<file path="config.mk">
export PLATFORM = sky130hd
export DESIGN_NAME = hazard_ctrl
export DESIGN_NICKNAME = d
export VERILOG_FILES = /design/src/rtl/hazard_ctrl.sv
export SDC_FILE = /design/constraint.sdc
export NUM_CORES = 1
export LEC_CHECK = 0
export CORE_ASPECT_RATIO = 0.5
export CORE_UTILIZATION = 40
export CTS_CLUSTER_DIAMETER = 30
export DETAILED_ROUTE_END_ITERATION = 12
export SLEW_MARGIN = 0
export SYNTH_ARGS = -nofsm -noshare
export SYNTH_HDL_FRONTEND = slang
export SYNTH_SLANG_ARGS = --single-unit
</file>
<file path="constraint.sdc">
create_clock -name clk -period 4.9 [get_ports clk]
set_input_delay 0.49 -clock clk [delete_from_list [all_inputs] [get_ports clk]]
set_output_delay 0.49 -clock clk [all_outputs]
set_load 0.01 [all_outputs]
</file>
<file path="src/rtl/hazard_ctrl.sv">
// Pipeline hazard controller: load-use scoreboard, mul/div occupancy,
// redirect flush and data-memory freeze for the 5-stage core.
module hazard_ctrl #(
    parameter int REG_W    = 5,
    parameter int LOAD_LAT = 1,
    parameter int MD_LAT   = 4
) (
    input  logic             clk,
    input  logic             rst,
    input  logic [REG_W-1:0] id_rs1,
    input  logic [REG_W-1:0] id_rs2,
    input  logic             id_use_rs1,
    input  logic             id_use_rs2,
    input  logic             ex_valid,
    input  logic             ex_load,
    input  logic [REG_W-1:0] ex_rd,
    input  logic             ex_md_start,
    input  logic             ex_jump,
    input  logic             branch_take,
    input  logic             dmem_stall,
    output logic             pc_pause,
    output logic             stall_if_id,
    output logic             stall_id_ex,
    output logic             flush_if_id,
    output logic             flush_id_ex,
    output logic             bubble_ex_mem,
    output logic             stall_mem_wb,
    output logic             md_busy,
    output logic [1:0]       hazard_cause
);

    localparam int NREG = 2 ** REG_W;
    localparam int LW   = $clog2(LOAD_LAT + 1);
    localparam int MW   = (MD_LAT > 1) ? $clog2(MD_LAT) : 1;

    localparam logic [LW-1:0] LD_INIT = LW'(LOAD_LAT - 1);
    localparam logic [MW-1:0] MD_LAST = MW'(MD_LAT - 1);

    logic [LW-1:0] ld_cnt [NREG];
    logic [MW-1:0] md_cnt;

    logic ex_ld_live;
    logic rs1_hit;
    logic rs2_hit;
    logic load_hazard;
    logic md_stall;
    logic redirect;

    assign ex_ld_live = ex_valid && ex_load && (ex_rd != '0);

    assign rs1_hit = id_use_rs1 && (id_rs1 != '0) &&
                     ((ex_ld_live && (id_rs1 == ex_rd)) ||
                      (ld_cnt[id_rs1] != '0));

    assign rs2_hit = id_use_rs2 && (id_rs2 != '0) &&
                     ((ex_ld_live && (id_rs2 == ex_rd)) ||
                      (ld_cnt[id_rs2] != '0));

    assign load_hazard = rs1_hit || rs2_hit;
    assign md_stall    = ex_valid && ex_md_start && (md_cnt != MD_LAST);
    assign redirect    = ex_valid && (branch_take || ex_jump);
    assign md_busy     = md_stall;

    always_ff @(posedge clk) begin
        if (rst) begin
            for (int i = 0; i < NREG; i++) begin
                ld_cnt[i] <= '0;
            end
            md_cnt <= '0;
        end else begin
            if (!dmem_stall) begin
                for (int i = 0; i < NREG; i++) begin
                    if (ex_ld_live && (ex_rd == REG_W'(i))) begin
                        ld_cnt[i] <= LD_INIT;
                    end else if (ld_cnt[i] != '0) begin
                        ld_cnt[i] <= ld_cnt[i] - LW'(1);
                    end
                end
            end
            // A dropped mul/div request abandons progress even when frozen.
            if (!ex_md_start) begin
                md_cnt <= '0;
            end else if (!dmem_stall) begin
                md_cnt <= md_stall ? md_cnt + MW'(1) : '0;
            end
        end
    end

    always_comb begin
        pc_pause      = 1'b0;
        stall_if_id   = 1'b0;
        stall_id_ex   = 1'b0;
        flush_if_id   = 1'b0;
        flush_id_ex   = 1'b0;
        bubble_ex_mem = 1'b0;
        stall_mem_wb  = 1'b0;
        if (dmem_stall) begin
            pc_pause     = 1'b1;
            stall_if_id  = 1'b1;
            stall_id_ex  = 1'b1;
            stall_mem_wb = 1'b1;
        end else if (md_stall) begin
            pc_pause      = 1'b1;
            stall_if_id   = 1'b1;
            stall_id_ex   = 1'b1;
            bubble_ex_mem = 1'b1;
        end else if (redirect) begin
            flush_if_id = 1'b1;
            flush_id_ex = 1'b1;
        end else if (load_hazard) begin
            pc_pause    = 1'b1;
            stall_if_id = 1'b1;
            flush_id_ex = 1'b1;
        end
    end

    always_comb begin
        hazard_cause = 2'd0;
        if (md_stall) begin
            hazard_cause = 2'd3;
        end else if (redirect) begin
            hazard_cause = 2'd2;
        end else if (load_hazard) begin
            hazard_cause = 2'd1;
        end
    end

endmodule
</file>
# ---- After elaboration in Yosys (flattened, before gate mapping)
# Memory sizes are Yosys's and may differ from the RTL's.
# Index checks and enable logic that the tools add are counted.
dict set report classes {
  add_sub_neg 33
  n_eq_ne 34
  muxes 372
  n_bitwise 65
  reduce_logical 52
}
# cell n
set op_table {}
lappend op_table {{1-bit 2-to-1 mux} 369}
lappend op_table {{5-bit equality test (second input constant)} 16}
lappend op_table {{1-bit bitwise OR} 64}
lappend op_table {{1-bit logical AND} 43}
lappend op_table {{5-bit by 4-bit equality test with 1-bit output (second input constant)} 8}
lappend op_table {{1-bit subtractor (second input constant)} 32}
lappend op_table {{5-bit by 3-bit equality test with 1-bit output (second input constant)} 4}
lappend op_table {{5-bit nonzero test} 3}
lappend op_table {{5-bit by 2-bit equality test with 1-bit output (second input constant)} 2}
lappend op_table {{5-bit equality test} 2}
lappend op_table {{2-bit 2-to-1 mux} 3}
lappend op_table {{5-bit by 1-bit equality test with 1-bit output (second input constant)} 1}
lappend op_table {{5-bit zero test} 1}
lappend op_table {{1-bit logical OR} 4}
lappend op_table {{2-bit by 1-bit adder with 2-bit output (second input constant)} 1}
lappend op_table {{2-bit != test (second input constant)} 1}
lappend op_table {{2-bit OR reduction} 1}
lappend op_table {{1-bit inverter} 1}
dict set report totals {
  regBits 2
  ram_bits 32
  output_inout_bits 10
  mem_count 1
}
# name words word_bits rd rd_ports_with_merged_regs write_ports line_no
set memory_table {}
lappend memory_table {ld_cnt 32 1 34 0 32 39} ;# logic [LW-1:0] ld_cnt [NREG];

# ---- Logic depth before layout (Yosys ltp)
dict set report logic_depth {
  ltp_word 10
  ltp_mapped 8
  depth_no_buf 6
}

# ---- Least setup slack after synthesis
# Ideal clock, no wire load.
dict set report synth_path {
  path_type {input to output}
  from {input ex_rd[0]}
  to {output stall_if_id}
  t_arrival_ps 2199
  setup_slack_ps 2211
  cell_stages 8
  cell_sequence {buf_2 -> or4_1 -> o211ai_1 -> nor4_1 -> a2111oi_1 -> o32a_2 -> o21bai_1 -> buf_4}
}
dict set report synth_between {
  elab_chain_len 10
  elab_cells_between_ends 15
  classes_between {eq/ne (2); mux (4); reduce/logical (9)}
}
# item line_no
set synth_rtl {}
lappend synth_rtl {{start, declared} 16} ;# input logic [REG_W-1:0] ex_rd,
lappend synth_rtl {{5-bit nonzero test} 49} ;# assign ex_ld_live = ex_valid && ex_load && (ex_rd != '0);
lappend synth_rtl {{1-bit logical AND} 49}
lappend synth_rtl {{1-bit logical AND (on tied branches)} {52, 56}}
lappend synth_rtl {{1-bit logical OR (on tied branches)} {52, 56}}
lappend synth_rtl {{1-bit logical AND (on tied branches)} {51, 55}}
lappend synth_rtl {{1-bit logical OR *} 59} ;# assign load_hazard = rs1_hit || rs2_hit;
lappend synth_rtl {{1-bit 2-to-1 mux * (4 in series)} --}
lappend synth_rtl {{end, declared} 22} ;# output logic stall_if_id,
# Every way passes the cells marked *; elsewhere a longest branch is shown, timed or not.

# ---- Worst setup path after layout
dict set report layout_path {
  from {input id_rs2[0]}
  to {output pc_pause}
}
dict set report layout_between {
  elab_chain_len 9
  elab_cells_between_ends 12
  classes_between {eq/ne (1); mux (4); reduce/logical (6); memory (1)}
}
# item line_no
set layout_rtl {}
lappend layout_rtl {{start, declared} 11} ;# input logic [REG_W-1:0] id_rs2,
lappend layout_rtl {{branches (longest 3 deep; another with memory read 32 x 1 bit)} --}
lappend layout_rtl {{1-bit logical AND *} 55} ;# assign rs2_hit = id_use_rs2 && (id_rs2 != '0) &&
lappend layout_rtl {{1-bit logical OR *} 59}
lappend layout_rtl {{1-bit 2-to-1 mux *} 110} ;# end else if (load_hazard) begin
lappend layout_rtl {{1-bit 2-to-1 mux *} 107} ;# end else if (redirect) begin
lappend layout_rtl {{1-bit 2-to-1 mux *} 102} ;# end else if (md_stall) begin
lappend layout_rtl {{1-bit 2-to-1 mux *} 97} ;# if (dmem_stall) begin
lappend layout_rtl {{end, declared} 21} ;# output logic pc_pause,
# Mark *: on every way between the ends.

==> flow_metrics.env <==
export IMPL_antenna_left=0
export IMPL_postSynth_topFlopCell="sky130_fd_sc_hd__edfxtp_1"
export IMPL_tightest_slew_ns=1.05
export IMPL_synth_top_cells_by_count="sky130_fd_sc_hd__a21oi_1 (33), sky130_fd_sc_hd__edfxtp_1 (32), sky130_fd_sc_hd__o21bai_1 (30), sky130_fd_sc_hd__nor2_1 (15), sky130_fd_sc_hd__clkbuf_1 (11)"
export IMPL_clock_tree_from_tritoncts="done"
export IMPL_final_hold_violation_count=0
export IMPL_num_rows=19
export IMPL_wirelength_mm=6.32
export IMPL_post_synth_inst_count=222
export IMPL_worst_slack_ns=0.961
export IMPL_post_route_drc_count=0
export IMPL_port_buffer_count=34
export IMPL_cts_reportedPaths_clkPinSlew_ns=0.05
export IMPL_setup_violations=0
export IMPL_seq_area_frac_synth=0.412
export IMPL_cts_resized=0
export IMPL_synth_edf_count=32
export IMPL_power_leakage_nw=1.12
export IMPL_period_share=0.804
export IMPL_maximum_number_of_pins_on_one_net_before_global_route_repair=36
export IMPL_antenna_diode_count=0
export IMPL_timing_hold_worst_path_depth=2
export IMPL_tightest_slew_margin_relative_to_the_limit=0.300
export IMPL_ctsHoldBuffers=0
export IMPL_synth_largest_type_area_fraction=0.396
export IMPL_fin_nets=300
export IMPL_vias_in_the_first_global_route=1904
export IMPL_crit_path_start="id_rs2[0]"
export IMPL_synth_cell_types=41
export IMPL_die_width_um=112
export IMPL_post_drt_wl_per_cell_um=18.2
export IMPL_critPathArrivalTime_ns=3.45
export IMPL_tns_ns=0
export IMPL_met3_usage=0.0776
export IMPL_layout_core_utilization=0.532
export IMPL_post_cts_repair_setup_buffers=0
export IMPL_final_instance_count_excl_fill=347
export IMPL_worst_setup_path_start_kind="input port"
export IMPL_maxSlewViolCount=0
export IMPL_vdd_ir_drop_max_v=0.000173
export IMPL_place_detailed_hpwl_mm=4.67
export IMPL_dpl_cell_count=340
export IMPL_finalCriticalPeriod_ns=3.94
export IMPL_globalRouteTotalUtil=0.218
export IMPL_power_uw=820
export IMPL_ys_top_cells_by_area="sky130_fd_sc_hd__edfxtp_1 (40%), sky130_fd_sc_hd__mux4_2 (9.3%), sky130_fd_sc_hd__o21bai_1 (9.3%)"
export IMPL_clkSinkCount=34
export IMPL_min_from="md_cnt[1]"
export IMPL_cts_root_buf="sky130_fd_sc_hd__clkbuf_16"
export IMPL_core_area_um2=5660
export IMPL_design_die_area_um2=6410
export IMPL_final_seq_area_um2=1000
export IMPL_max_freq_ghz=0.254
export IMPL_drt_initial_drc_count=141
export IMPL_clockBufferDepth=2
export IMPL_cell_area_after_synthesis_um2=2430
export IMPL_vias=1954
export IMPL_hp_class="reg2reg"
export IMPL_gp_congestion=0.898
export IMPL_via_count_normalized_by_instance_count=5.63
export IMPL_timing_max_cap_violations=0
export IMPL_synthArstFlopShare=0
export IMPL_post_synth_top_count_cell="sky130_fd_sc_hd__a21oi_1"
export IMPL_post_place_setup_slack_ns=0.983
export IMPL_met2_usage=0.305
export IMPL_finish_instance_area_um2=3010
export IMPL_final_layout_size_suffix_gt1_frac=0.0839
export IMPL_outcome="finished clean"
export IMPL_detailedRoute_firstPassIterationCount=4
export IMPL_final_fill_count=522
export IMPL_timing_clock_skew_ns=0.0000726
export IMPL_antenna_violations_before_repair=0
export IMPL_cts_buffers_inserted=5
export IMPL_cp_required_ns=4.41
export IMPL_clkLatencyLatePin_ns=0.28
export IMPL_grt_overflow_total=0
export IMPL_h_tree_depth=2
export IMPL_r2r_start="md_cnt[0]"
export IMPL_floorplan_io_pins=35
export IMPL_timing_critical_path_fanout_max=7
export IMPL_grt_pass1_wl_mm=10.3
export IMPL_power_density_cell_area_nw_per_um2=272
export IMPL_area_growth_syn_to_fin_pct=24.0
export IMPL_worst_r2r_path_depth=6
export IMPL_synthesis_area_per_instance_um2=10.9
export IMPL_endpoint_kind="output port"
export IMPL_yosysTopAreaCell="sky130_fd_sc_hd__edfxtp_1"
export IMPL_post_dp_cell_area_um2=2880
export IMPL_synth_seq_cells=34
export IMPL_type_of_the_worst_setup_path="in2out"
export IMPL_grt_util_met1=0.314
export IMPL_initial_core_util=0.429
export IMPL_whs_ns=0.520
export IMPL_yosysWarningCount=0
export IMPL_grt_busiest_layer="met1"
export IMPL_setup_repair_after_global_routing_missed_its_margin="false"
export IMPL_die_h_um=57.1
export IMPL_multi_input_area_um2=1420
critical path, cell delays in order:
cell	delay, ns
sky130_fd_sc_hd__clkdlybuf4s50_1	0.76
sky130_fd_sc_hd__mux4_2	0.57
sky130_fd_sc_hd__mux2i_1	0.18
sky130_fd_sc_hd__mux2i_1	0.11
sky130_fd_sc_hd__a2111oi_1	0.50
sky130_fd_sc_hd__o32a_2	0.24
sky130_fd_sc_hd__o21bai_1	0.09
sky130_fd_sc_hd__clkdlybuf4s50_1	0.50
cell families after synthesis:
family | after synthesis | synth area share
flops | 34 | 0.412
buf+inv | 24 | 0.0500
compound gates | 78 | 0.208
mux | 25 | 0.185
other cells | 1 | 0.00154
simple gates | 49 | 0.102
xor+xnor | 10 | 0.0361
fa+ha+maj | 1 | 0.00515
power by group:
part / leakage (nW) / switching, mW / internal (mW)
clock: 0.0640 / 0.113 / 0.186
combinational: 0.721 / 0.0793 / 0.0843
sequential: 0.336 / 0.0157 / 0.342
registers in the layout (all words and copies together) (netlist names):
name and flops:
ld_cnt 32, md_cnt 2
per-layer routing:
layer,vias to the layer above,share of wire
li1,926,-
met1,951,0.48
met2,70,0.42
met3,7,0.089
met4,0,0.012
met5,-,0
path summary, 6_finish.rpt:
path	slack [ns]	end
setup reg to reg	3.65	md_cnt[1]
setup / recovery	0.96	pc_pause
hold reg to reg	0.52	md_cnt[1]
hold / removal	0.52	md_cnt[1]
cells in the final DEF, fill, tap and decap left out, types with 2 or more instances in the layout:
master                            instances
sky130_fd_sc_hd__clkdlybuf4s50_1         34
sky130_fd_sc_hd__inv_1                    2
sky130_fd_sc_hd__a21o_1                   2
sky130_fd_sc_hd__nand2_1                  7
sky130_fd_sc_hd__mux4_1                   4
sky130_fd_sc_hd__xnor2_1                  6
sky130_fd_sc_hd__o21ai_0                  4
sky130_fd_sc_hd__o21bai_1                30
sky130_fd_sc_hd__nor3_1                   4
sky130_fd_sc_hd__clkbuf_1                 2
sky130_fd_sc_hd__dfxtp_1                  2
sky130_fd_sc_hd__nand2b_1                 6
sky130_fd_sc_hd__buf_4                    2
sky130_fd_sc_hd__mux2i_1                  7
sky130_fd_sc_hd__nor2_1                  15
sky130_fd_sc_hd__o31ai_1                  2
sky130_fd_sc_hd__edfxtp_1                32
sky130_fd_sc_hd__conb_1                  32
sky130_fd_sc_hd__nand3_1                  3
sky130_fd_sc_hd__mux2_2                   3
sky130_fd_sc_hd__clkbuf_16                5
sky130_fd_sc_hd__nor4_1                   5
sky130_fd_sc_hd__nor2b_1                  2
sky130_fd_sc_hd__mux4_2                  10
sky130_fd_sc_hd__xor2_1                   4
sky130_fd_sc_hd__a21oi_1                 33
sky130_fd_sc_hd__nand3b_1                 2
area by class of cell:
cell class,count,share of cell area
repair buffers,36,0.118
clock buffers,7,0.0441
well taps,73,0.0303
inverters,2,0.00249
flip-flops and latches,34,0.333
multi-input cells,195,0.473
Note: power is estimated with default switching activity, not from simulation.
